### config.mk
export PLATFORM = sky130hd
export DESIGN_NAME = alu_multicycle_flat
export DESIGN_NICKNAME = d
export VERILOG_FILES = /design/src/rtl/alu_pkg.sv /design/src/rtl/alu_multicycle_if.sv /design/src/rtl/muldiv_iter.sv /design/src/rtl/alu_multicycle.sv /design/src/flat_wrapper.sv
export SDC_FILE = /design/constraint.sdc
export NUM_CORES = 1
export LEC_CHECK = 0
export CAP_MARGIN = 20
export CORE_MARGIN = 3
export CORE_UTILIZATION = 35
export DETAILED_ROUTE_END_ITERATION = 8
export PLACE_DENSITY = 0.61
export SETUP_SLACK_MARGIN = 0.5
export SYNTH_ARGS = -nofsm -noshare
export SYNTH_HDL_FRONTEND = slang
export SYNTH_HIERARCHICAL = 1
export SYNTH_SLANG_ARGS = --single-unit
### constraint.sdc
create_clock -name clk -period 7.76 [get_ports clk]
set_input_delay 1.552 -clock clk [delete_from_list [all_inputs] [get_ports clk]]
set_output_delay 1.552 -clock clk [all_outputs]
set_load 0.01 [all_outputs]
### src/rtl/alu_pkg.sv
// alu_pkg: shared types for the multicycle ALU.
//   alu_op_e     - 4-bit ALUControl opcode encoding
//   alu_state_e  - handshake FSM states
//   md_op_e      - operation selector for the iterative mul/div engine
//   is_iterative - true for opcodes that normally run on the mul/div engine
package alu_pkg;

   localparam int XLEN_DEFAULT = 32;

   typedef enum logic [3:0] {
      OP_ADD   = 4'b0000,
      OP_SUB   = 4'b0001,
      OP_AND   = 4'b0010,
      OP_OR    = 4'b0011,
      OP_XOR   = 4'b0100,
      OP_SLT   = 4'b0101,
      OP_SLTU  = 4'b0110,
      OP_SLL   = 4'b0111,
      OP_SRL   = 4'b1000,
      OP_SRA   = 4'b1001,
      OP_MUL   = 4'b1010,
      OP_MULHU = 4'b1011,
      OP_DIVU  = 4'b1100,
      OP_REMU  = 4'b1101,
      OP_DIV   = 4'b1110,
      OP_REM   = 4'b1111
   } alu_op_e;

   typedef enum logic [1:0] {
      IDLE = 2'd0,
      BUSY = 2'd1,
      DONE = 2'd2
   } alu_state_e;

   typedef enum logic {
      MD_MUL = 1'b0,
      MD_DIV = 1'b1
   } md_op_e;

   // Multiply/divide family; special-case divides are filtered out by the top.
   function automatic logic is_iterative(alu_op_e op);
      case (op)
         OP_MUL, OP_MULHU, OP_DIVU, OP_REMU, OP_DIV, OP_REM: return 1'b1;
         default: return 1'b0;
      endcase
   endfunction

endpackage

### src/rtl/alu_multicycle_if.sv
// alu_multicycle_if: request/response bundle between the core and the ALU.
//   in_valid/in_ready   - request handshake (requester -> ALU)
//   a, b, ALUControl    - operands and opcode, captured on accept
//   out_valid/out_ready - result handshake (ALU -> consumer)
//   y, Zero             - registered result and its zero flag
interface alu_multicycle_if #(parameter int XLEN = alu_pkg::XLEN_DEFAULT);
   logic            in_valid;
   logic            in_ready;
   logic [XLEN-1:0] a;
   logic [XLEN-1:0] b;
   logic [3:0]      ALUControl;
   logic            out_valid;
   logic            out_ready;
   logic [XLEN-1:0] y;
   logic            Zero;

   modport master (
      output in_valid, a, b, ALUControl, out_ready,
      input  in_ready, out_valid, y, Zero
   );

   modport slave (
      input  in_valid, a, b, ALUControl, out_ready,
      output in_ready, out_valid, y, Zero
   );
endinterface

### src/rtl/muldiv_iter.sv
// muldiv_iter: XLEN-step unsigned engine, shift-add multiply or restoring
// divide, one step per clock, both sharing a single iteration counter.
//   clk, reset - clock and synchronous active-high reset
//   start      - load operands and begin (ignored unless pulsed by the top)
//   op         - MD_MUL or MD_DIV
//   opa, opb   - unsigned operands (multiplicand/multiplier, dividend/divisor)
//   done       - high during the final step; results valid in that same cycle
//   res_hi     - product high half, or remainder
//   res_lo     - product low half, or quotient
module muldiv_iter
   import alu_pkg::*;
#(parameter int XLEN = XLEN_DEFAULT)
(
   input  logic            clk,
   input  logic            reset,
   input  logic            start,
   input  md_op_e          op,
   input  logic [XLEN-1:0] opa,
   input  logic [XLEN-1:0] opb,
   output logic            done,
   output logic [XLEN-1:0] res_hi,
   output logic [XLEN-1:0] res_lo
);
   localparam int CW = $clog2(XLEN);

   md_op_e          op_q;
   logic            running;
   logic [CW-1:0]   cnt;
   logic [XLEN-1:0] hi;
   logic [XLEN-1:0] lo;
   logic [XLEN-1:0] dvs;
   logic [XLEN-1:0] next_hi;
   logic [XLEN-1:0] next_lo;
   logic [XLEN:0]   sum;
   logic [XLEN:0]   shifted;
   logic [XLEN:0]   diff;

   // One step of the selected algorithm. {hi,lo} is the multiply accumulator
   // (multiplier shifts out of lo as the product shifts in) or the
   // remainder/quotient pair (dividend shifts out of lo as quotient bits enter).
   // The XLEN+1-bit trial difference cannot overflow because hi < divisor.
   always_comb begin
      sum     = '0;
      shifted = '0;
      diff    = '0;
      next_hi = hi;
      next_lo = lo;
      if (op_q == MD_MUL) begin
         sum     = {1'b0, hi} + (lo[0] ? {1'b0, dvs} : '0);
         next_hi = sum[XLEN:1];
         next_lo = {sum[0], lo[XLEN-1:1]};
      end else begin
         shifted = {hi, lo[XLEN-1]};
         diff    = shifted - {1'b0, dvs};
         if (!diff[XLEN]) begin
            next_hi = diff[XLEN-1:0];
            next_lo = {lo[XLEN-2:0], 1'b1};
         end else begin
            next_hi = shifted[XLEN-1:0];
            next_lo = {lo[XLEN-2:0], 1'b0};
         end
      end
   end

   // Operand load on start, then XLEN steps counting down to zero. The last
   // step's result is exposed combinationally so the top can register it on
   // the same edge that ends the operation.
   always_ff @(posedge clk) begin
      if (reset) begin
         op_q    <= MD_MUL;
         running <= 1'b0;
         cnt     <= '0;
         hi      <= '0;
         lo      <= '0;
         dvs     <= '0;
      end else if (start) begin
         op_q    <= op;
         running <= 1'b1;
         cnt     <= CW'(XLEN - 1);
         hi      <= '0;
         lo      <= (op == MD_MUL) ? opb : opa;
         dvs     <= (op == MD_MUL) ? opa : opb;
      end else if (running) begin
         hi <= next_hi;
         lo <= next_lo;
         if (cnt == '0) begin
            running <= 1'b0;
         end else begin
            cnt <= cnt - 1'b1;
         end
      end
   end

   assign done   = running && (cnt == '0);
   assign res_hi = next_hi;
   assign res_lo = next_lo;

endmodule

### src/rtl/alu_multicycle.sv
// alu_multicycle: RV32I/M execution unit behind a valid/ready handshake.
// Simple ops and degenerate divides finish in one cycle; multiply/divide run
// XLEN steps on muldiv_iter. Signed divide works on magnitudes and fixes
// the signs afterwards.
//   clk, reset - clock and synchronous active-high reset
//   bus        - alu_multicycle_if slave: request, operands, opcode, result
module alu_multicycle
   import alu_pkg::*;
#(parameter int XLEN = XLEN_DEFAULT)
(
   input  logic            clk,
   input  logic            reset,
   alu_multicycle_if.slave bus
);
   localparam int              SHW     = $clog2(XLEN);
   localparam logic [XLEN-1:0] MIN_NEG = {1'b1, {(XLEN-1){1'b0}}};

   alu_state_e      state;
   alu_state_e      next_state;
   alu_op_e         op_in;
   alu_op_e         op_q;
   logic            q_neg;
   logic            r_neg;
   logic            in_ready;
   logic            accept;
   logic            special;
   logic            iter_go;
   logic            signed_op;
   logic [SHW-1:0]  shamt;
   logic [XLEN-1:0] mag_a;
   logic [XLEN-1:0] mag_b;
   logic [XLEN-1:0] fast_res;
   logic [XLEN-1:0] iter_res;
   logic [XLEN-1:0] y_q;
   logic            zero_q;
   md_op_e          md_op;
   logic            md_done;
   logic [XLEN-1:0] md_hi;
   logic [XLEN-1:0] md_lo;

   // Single-cycle results, including the divide cases that need no
   // iteration (divide by zero and most-negative / -1 overflow).
   always_comb begin
      op_in     = alu_op_e'(bus.ALUControl);
      shamt     = bus.b[SHW-1:0];
      signed_op = (op_in == OP_DIV) || (op_in == OP_REM);
      mag_a     = (signed_op && bus.a[XLEN-1]) ? -bus.a : bus.a;
      mag_b     = (signed_op && bus.b[XLEN-1]) ? -bus.b : bus.b;
      md_op     = (op_in == OP_MUL || op_in == OP_MULHU) ? MD_MUL : MD_DIV;
      special   = 1'b0;
      fast_res  = '0;
      case (op_in)
         OP_ADD:   fast_res = bus.a + bus.b;
         OP_SUB:   fast_res = bus.a - bus.b;
         OP_AND:   fast_res = bus.a & bus.b;
         OP_OR:    fast_res = bus.a | bus.b;
         OP_XOR:   fast_res = bus.a ^ bus.b;
         OP_SLT:   fast_res = {{(XLEN-1){1'b0}}, ($signed(bus.a) < $signed(bus.b))};
         OP_SLTU:  fast_res = {{(XLEN-1){1'b0}}, (bus.a < bus.b)};
         OP_SLL:   fast_res = bus.a << shamt;
         OP_SRL:   fast_res = bus.a >> shamt;
         OP_SRA:   fast_res = $unsigned($signed(bus.a) >>> shamt);
         OP_MUL, OP_MULHU: fast_res = '0;
         OP_DIVU, OP_DIV: begin
            if (bus.b == '0) begin
               special  = 1'b1;
               fast_res = '1;
            end else if (op_in == OP_DIV && bus.a == MIN_NEG && bus.b == '1) begin
               special  = 1'b1;
               fast_res = bus.a;
            end
         end
         OP_REMU, OP_REM: begin
            if (bus.b == '0) begin
               special  = 1'b1;
               fast_res = bus.a;
            end else if (op_in == OP_REM && bus.a == MIN_NEG && bus.b == '1) begin
               special  = 1'b1;
               fast_res = '0;
            end
         end
         default: fast_res = '0;
      endcase
      iter_go = is_iterative(op_in) && !special;
   end

   // Handshake and next-state. A DONE result being taken frees the unit
   // in the same cycle, so back-to-back requests see no bubble.
   always_comb begin
      next_state = state;
      in_ready   = (state == IDLE) || (state == DONE && bus.out_ready);
      accept     = bus.in_valid && in_ready;
      case (state)
         IDLE: if (accept) next_state = iter_go ? BUSY : DONE;
         BUSY: if (md_done) next_state = DONE;
         DONE: begin
            if (accept) begin
               next_state = iter_go ? BUSY : DONE;
            end else if (bus.out_ready) begin
               next_state = IDLE;
            end
         end
         default: next_state = IDLE;
      endcase
   end

   // State register; reset wins over any accept or result handoff.
   always_ff @(posedge clk) begin
      if (reset) begin
         state <= IDLE;
      end else begin
         state <= next_state;
      end
   end

   // Opcode and sign flags remembered for the engine's final sign fix-up.
   always_ff @(posedge clk) begin
      if (reset) begin
         op_q  <= OP_ADD;
         q_neg <= 1'b0;
         r_neg <= 1'b0;
      end else if (accept) begin
         op_q  <= op_in;
         q_neg <= bus.a[XLEN-1] ^ bus.b[XLEN-1];
         r_neg <= bus.a[XLEN-1];
      end
   end

   // Select the engine output for the captured opcode and restore signs.
   always_comb begin
      iter_res = md_lo;
      case (op_q)
         OP_MUL:   iter_res = md_lo;
         OP_MULHU: iter_res = md_hi;
         OP_DIVU:  iter_res = md_lo;
         OP_REMU:  iter_res = md_hi;
         OP_DIV:   iter_res = q_neg ? -md_lo : md_lo;
         OP_REM:   iter_res = r_neg ? -md_hi : md_hi;
         default:  iter_res = md_lo;
      endcase
   end

   // Result register: loaded on a single-cycle accept or on the engine's
   // last step, otherwise held so y/Zero stay stable while stalled in DONE.
   always_ff @(posedge clk) begin
      if (reset) begin
         y_q    <= '0;
         zero_q <= 1'b1;
      end else if (accept && !iter_go) begin
         y_q    <= fast_res;
         zero_q <= (fast_res == '0);
      end else if (state == BUSY && md_done) begin
         y_q    <= iter_res;
         zero_q <= (iter_res == '0);
      end
   end

   muldiv_iter #(.XLEN(XLEN)) u_muldiv (
      .clk    (clk),
      .reset  (reset),
      .start  (accept && iter_go),
      .op     (md_op),
      .opa    (md_op == MD_MUL ? bus.a : mag_a),
      .opb    (md_op == MD_MUL ? bus.b : mag_b),
      .done   (md_done),
      .res_hi (md_hi),
      .res_lo (md_lo)
   );

   assign bus.in_ready  = in_ready;
   assign bus.out_valid = (state == DONE);
   assign bus.y         = y_q;
   assign bus.Zero      = zero_q;

endmodule

### src/flat_wrapper.sv
// flat-port wrapper written by rule: the top's interface ports become plain ports
module alu_multicycle_flat import alu_pkg::*;
#(parameter int XLEN = XLEN_DEFAULT)
  (clk, reset, bus_in_valid, bus_a, bus_b, bus_ALUControl, bus_out_ready, bus_in_ready, bus_out_valid, bus_y, bus_Zero);
  alu_multicycle_if #(.XLEN(XLEN)) bus_i ();
  input  logic clk;
  input  logic reset;
  input wire logic [$bits(bus_i.in_valid)-1:0] bus_in_valid;
  input wire logic [$bits(bus_i.a)-1:0] bus_a;
  input wire logic [$bits(bus_i.b)-1:0] bus_b;
  input wire logic [$bits(bus_i.ALUControl)-1:0] bus_ALUControl;
  input wire logic [$bits(bus_i.out_ready)-1:0] bus_out_ready;
  output wire logic [$bits(bus_i.in_ready)-1:0] bus_in_ready;
  output wire logic [$bits(bus_i.out_valid)-1:0] bus_out_valid;
  output wire logic [$bits(bus_i.y)-1:0] bus_y;
  output wire logic [$bits(bus_i.Zero)-1:0] bus_Zero;
  assign bus_i.in_valid = bus_in_valid;
  assign bus_i.a = bus_a;
  assign bus_i.b = bus_b;
  assign bus_i.ALUControl = bus_ALUControl;
  assign bus_i.out_ready = bus_out_ready;
  assign bus_in_ready = bus_i.in_ready;
  assign bus_out_valid = bus_i.out_valid;
  assign bus_y = bus_i.y;
  assign bus_Zero = bus_i.Zero;
  alu_multicycle #(.XLEN(XLEN)) u_core (.clk(clk), .reset(reset), .bus(bus_i));
endmodule
# Yosys cells after proc, flatten, opt, wreduce, memory -nomap -nowiden
# Cells that the tools add are included.
# totals
latchBits	0
memories	0
mem_bits_ro	0
inputBits	72
register_bits	144
ram_bits	0
# classes
multipliers	0
bitwise_logic	4
mux	43
n_addsub	9
n_lt_le_gt_ge	2
div	0
n_shift	3
eq_ne	27
reduce_logical	34
# op_table
operator	n
$mux W32	19
$pmux W32 S13	1
$neg A32 Y32	4
$logic_not A32 Y1	3
$pmux W32 S3	1
$eq A32 B32 Y1 const B	2
$lt A32 B32 Y1	2
$eq A4 B4 Y1 const B	12
$add A32 B32 Y33	1
$sub A33 B32 Y33	1
$add A32 B32 Y32	1
$and A32 B32 Y32	1
$or A32 B32 Y32	1
$shl A32 B5 Y32	1
$shr A32 B5 Y32	1
$sshr A32 B5 Y32	1
$sub A32 B32 Y32	1
$xor A32 B32 Y32	1
$eq A4 B3 Y1 const B	4
$mux W5	3
$logic_and A1 B1 Y1	13
$mux W1	12
$mux W2	5
$reduce_or A2 Y1	5
20 further kinds	26

# Longest topological paths before layout
# depth
word_depth	11
mapped_depth	26
ltp_nobuf	25

# Modules after synthesis
# The synthesis kept the hierarchy.
# modules_own_cells
module	cells_per_inst	seq_area_each_um2	instances	area_each_um2
alu_multicycle	2293	820.8	1	15396.0
muldiv_iter	1252	2062.0	1	9399.0

# Least setup slack after synthesis
# OpenSTA, ideal clock, no wires.
# synth_timing
path_type	in2reg
from	input bus_b[2]
to	register u_core.zero_q, in the netlist u_core/bus.Zero
setup_ps	59
required_time_ps	7701
t_arrival_ps	5887
cell_stages	17
path_buffers	5
path_slack_ps	1814
path_cell_list	buf_2 -> inv_2 -> buf_1 -> buf_1 -> buf_1 -> ha_1 -> buf_2 -> a21oi_1 -> o21ai_1 -> a211oi_1 -> a211oi_1 -> a22oi_1 -> nor2_1 -> or4b_2 -> or4b_1 -> nor4_1 -> a31o_1
# synth_via
elab_chain_len	10
word_cells_on_any_way	30
cone_classes	2 x add/sub; 2 x order compare; 1 x eq/ne; 3 x shift; 10 x mux; 3 x bitwise; 9 x reduce/logical
# synth_lines
element	line_no	rtl
start: declaration	flat_wrapper.sv:10	input wire logic [$bits(bus_i.b)-1:0] bus_b;
parallel branches: the longest is 10 deep, another holds $sub A32 B32 Y32	-	
end signal: assignment	alu_multicycle.sv:151	zero_q <= (fast_res == '0);
end signal: assignment	alu_multicycle.sv:154	zero_q <= (iter_res == '0);
end: declaration	alu_multicycle.sv:35	logic zero_q;
# Several ways; the timed one is not identified.
# A chain may end at the register's enable or synchronous reset.

# Worst setup path after layout
# layout_timing
from	register u_core.u_muldiv.lo[31]
to	register u_core.zero_q, in the netlist u_core/bus.Zero
# layout_via
elab_chain_len	9
word_cells_on_any_way	13
cone_classes	3 x add/sub; 9 x mux; 1 x reduce/logical
# layout_lines
element	line_no	rtl
start: declaration	muldiv_iter.sv:30	logic [XLEN-1:0] lo;
start signal: assignment	muldiv_iter.sv:81	lo <= (op == MD_MUL) ? opb : opa;
start signal: assignment	muldiv_iter.sv:85	lo <= next_lo;
$sub A33 B32 Y33 (*)	muldiv_iter.sv:54	diff = shifted - {1'b0, dvs};
$mux W32 (*)	muldiv_iter.sv:55	if (!diff[XLEN]) begin
$mux W32 (*)	muldiv_iter.sv:48	if (op_q == MD_MUL) begin
via u_core.md_hi[8]	alu_multicycle.sv:38	logic [XLEN-1:0] md_hi;
$neg A32 Y32	alu_multicycle.sv:138	OP_REM: iter_res = r_neg ? -md_hi : md_hi;
$mux W32	alu_multicycle.sv:138	
$pmux W32 S3 (*)	alu_multicycle.sv:132	case (op_q)
$logic_not A32 Y1 (*)	alu_multicycle.sv:154	
$mux W1 (*)	alu_multicycle.sv:152	end else if (state == BUSY && md_done) begin
$mux W1 (*)	alu_multicycle.sv:149	end else if (accept && !iter_go) begin
# Mark *: on every way through the listed nets, which the timed path passes. The rest lies on a longest branch. The select of a mux whose other input is x is not followed.

==> impl_summary.log <==
[metrics] Distinct cells, synth: about 110
[metrics] wire length on met1: 50,300 µm
[metrics] global route total overflow: 0
[metrics] worst path required time: 8160 ps
[metrics] max-slew violations: 0
[metrics] average vias per placed instance: roughly 6.6
[metrics] maximum number of pins on one net before global-route repair: 83
[metrics] type of the tightest min-delay check: reg2reg
[metrics] fillers: roughly 7,500
[metrics] IR drop worst, VDD: around 0.16 mV
[metrics] number of antenna violations at the first check in global routing: 4
[metrics] buffers from clock root to sink, at most: 2
[metrics] pwr/cell area: 137 nW/µm²
[metrics] share of the clock period used by the worst path after layout: roughly 89%
[metrics] smallest hold slack: about 460 ps
[metrics] Initial Utilization: 35.7%
[metrics] Critical Path Source Type: register
[metrics] minimum period implied by the final worst setup slack: 6910 ps
[metrics] net count after synthesis: roughly 3,800
[metrics] least setup slack across all paths after layout: ~850 ps
[metrics] arrival time of data at the critical path endpoint: approximately 7300 ps
[metrics] total wirelength of the detailed-routed design: ~130,000 µm
[metrics] most common cell after layout, fill and taps aside: nor2_1
[metrics] TritonCTS Buffers: 17
[metrics] power after layout: 3.77 mW
[metrics] xor/xnor cell area share of the yosys netlist: around 5.4%
[metrics] syn avg cell area: 6.99 µm²
[metrics] flip-flop and latch count after synthesis: around 140
[metrics] placed cells: about 4,400
[metrics] detailed router's first-iteration violation count: 4,141
[metrics] routed wl met2: 52,200 µm
[metrics] clk slew on worst S/H paths: ~70 ps
[metrics] DRC violations left: 0
[metrics] library cell used as clock root buffer: clkbuf_16
[metrics] Final Hold Violating Endpoints: 0
[metrics] Layout area overhead: 10.9%
[metrics] number of max-cap violations: 0
[metrics] area of the mapped netlist: approximately 25,000 µm²
[metrics] Async S/R FF share, synth: 0%
[metrics] antenna-violating nets left: 0
[metrics] number of I/O pins: 107
[metrics] number of sinks handled by clock tree synthesis: around 140
[metrics] share of cells above drive strength 1: 10.4%
[metrics] normalized max-slew margin: a little under a quarter
[metrics] RSZ-0062 raised after global routing: false
[metrics] total half-perimeter wirelength after legalization and detailed placement: between 90,000 and 100,000 µm
[metrics] via count: 29,300
[metrics] Max Clock Skew: 16.7 ps
[metrics] number of rows in the core area: 96
[metrics] yosys warns: 6
[metrics] commonest register cell after synthesis: dfxtp_1
[metrics] y dimension of the die: between 200 and 300 µm
[metrics] number of enable-type register cells in the synthesized netlist: 0
[metrics] post-synthesis adder-cell area fraction: roughly 8.8%
[metrics] sequential fraction of the synthesis area: 11.6%
[metrics] status: finished clean
[metrics] highest-count cells in the layout ignoring fill and taps: nor2_1 (407), nand2_1 (338), a21oi_1 (289)
[metrics] met3 layer wire length in the routed design: around 14,000 µm
[metrics] number of cells in the finished layout apart from fillers: around 4,500
[metrics] TritonRoute pass-1 iters: 7
[metrics] slew at the pin closest to its max-slew limit: approximately 1200 ps
[metrics] GRT Overall Usage: 32.6%
[metrics] dpl ws: 1020 ps
[metrics] fraction of the mapped netlist area in simple logic gates: about a quarter
[metrics] Final Instance Area: approximately 27,000 µm²
[metrics] CP max FO: 10
[metrics] clock tree from TritonCTS: built
[metrics] Final Util: between 30% and 40%
[metrics] dominant combinational cell family by area after synthesis: compound AO/OA/AOI/OAI gates
[metrics] GP Congestion: roughly 1.1
[metrics] crit end category: register
[metrics] classification of the worst setup path: reg2reg
[metrics] Fmax: between 100 and 150 MHz
[metrics] via count of the first global-routing pass: ~27,000
[metrics] die extent in x: roughly 270 µm
[metrics] Post-Route Setup TNS: 0 ps
[metrics] layout net count: approximately 3,800
[metrics] complex-gate fraction of the synthesized area: between 30% and 40%
[metrics] register area: 2890 µm²
[metrics] Routed wire per std cell: around 28 µm
[metrics] area of the multi-input gates: approximately 20,000 µm²
[metrics] source-to-sink clock delay at the later pin of the worst-skew pair: 450 ps
[metrics] Die Footprint: between 70,000 and 80,000 µm²
[metrics] fraction of synthesized area in multiplexers: 11.7%
[metrics] leakage power figure: 10.9 nW
[metrics] total of endpoints with negative setup slack in the final report: 0
[metrics] max layer used: met5
[metrics] Buffers on Ports: 106
[metrics] cell area reported after detailed placement: 26,800 µm²
[metrics] gate count after technology mapping: 3,545
[metrics] number of H-tree levels: 4
[metrics] area inside the core boundary: a little under 70,000 µm²
[metrics] first-pass GRT wire length: approximately 180,000 µm
flip-flops by register name, indices dropped and copies added, names as in the netlist:
register	count
u_core/u_muldiv/dvs	32
u_core/u_muldiv/running	1
u_core/u_muldiv/cnt	5
u_core/bus.Zero	1
u_core/q_neg	1
u_core/u_muldiv/op_q	1
u_core/u_muldiv/hi	32
u_core/u_muldiv/lo	32
u_core/op_q	4
u_core/state	2
u_core/r_neg	1
u_core/bus.y	32
synth_stat cells (all sizes together), types with 33 or more instances:
master  number  area (µm²)
a22oi       35         263
o31ai       52         414
a211oi      82         626
buf         81         439
o21ai      197         986
a21o        41         308
a21oi      292        1480
xor2        33         289
a221oi      40         350
clkbuf     183         687
o211ai      43         323
or3         75         474
mux2        93        1050
xnor2      119        1040
and2        53         334
a31oi       55         350
nand3       74         370
mux2i       99         991
nand4       54         338
nor2       409        1540
mux4        38         856
nor3        75         387
ha         168        2100
nor4        46         307
dfxtp      144        2880
nand2      340        1280
inv        171         642
what timing repair did:
action / CTS / global route
setup buffers: 0 / 1
hold buffers: 0 / 0
setup endpoints to repair: 0 / 1
resized for setup: 0 / 4
final cells by class:
cell class / instances / share of cell area, %
multi-input cells: 2963 / 73.5
well taps: 931 / 4.24
clock inverters: 13 / 0.596
repair buffers: 227 / 7.06
inverters: 174 / 2.38
flip-flops and latches: 144 / 10.5
clock buffers: 19 / 1.65
diodes: 6 / 0.0546
worst paths after layout:
| kind | startpoint | to | slack, ps | cells after the start |
|---|---|---|---|---|
| setup / recovery | u_core/u_muldiv/lo[31] | u_core/bus.Zero | 850 | 23 |
| hold reg to reg | u_core/bus.y[14] | u_core/bus.y[14] | 460 | 2 |
| hold / removal | u_core/bus.y[14] | u_core/bus.y[14] | 460 | 2 |
| setup reg to reg | u_core/u_muldiv/lo[31] | u_core/bus.Zero | 850 | 23 |
layer usage:
layer	track usage, %	vias up
li1	-	13100
met1	42.9	13800
met2	48.4	1994
met3	6.49	391
met4	21.0	2
met5	0	-
cell families (layout without fill, tap and decap cells):
logic type / after synthesis / after routing
multiplexers: 230 / 230
flip-flops: 144 / 144
other: 0 / 6
XOR/XNOR: 152 / 152
AND/OR/NAND/NOR: 1288 / 1288
adder cells (fa/ha/maj): 173 / 173
AO/OA/AOI/OAI: 1120 / 1120
buffers and inverters: 438 / 433
worst max-delay path, cell delays in order (launching register included):
cell       delay, ps
dfxtp_1          310
inv_1             70
ha_1             220
fa_1             380
nand2b_1         200
a21o_1           220
a211o_1          380
a21boi_2         250
o41ai_2          140
nor3_4           490
o21ai_0          170
o211ai_1         150
nand2_1          190
or3_1            460
or4_1            590
or4_1            630
o41ai_1          290
o2111ai_1        170
a31oi_1          370
nand4_1          160
nor4_1           240
nand4_1          190
o311ai_1         420
a31o_1           150
power by group:
part	total, mW	internal, mW	switching (mW)
logic	2.03	0.709	1.32
registers	0.849	0.789	0.0604
clock network	0.888	0.505	0.383
(Power assumes the default switching activity.)
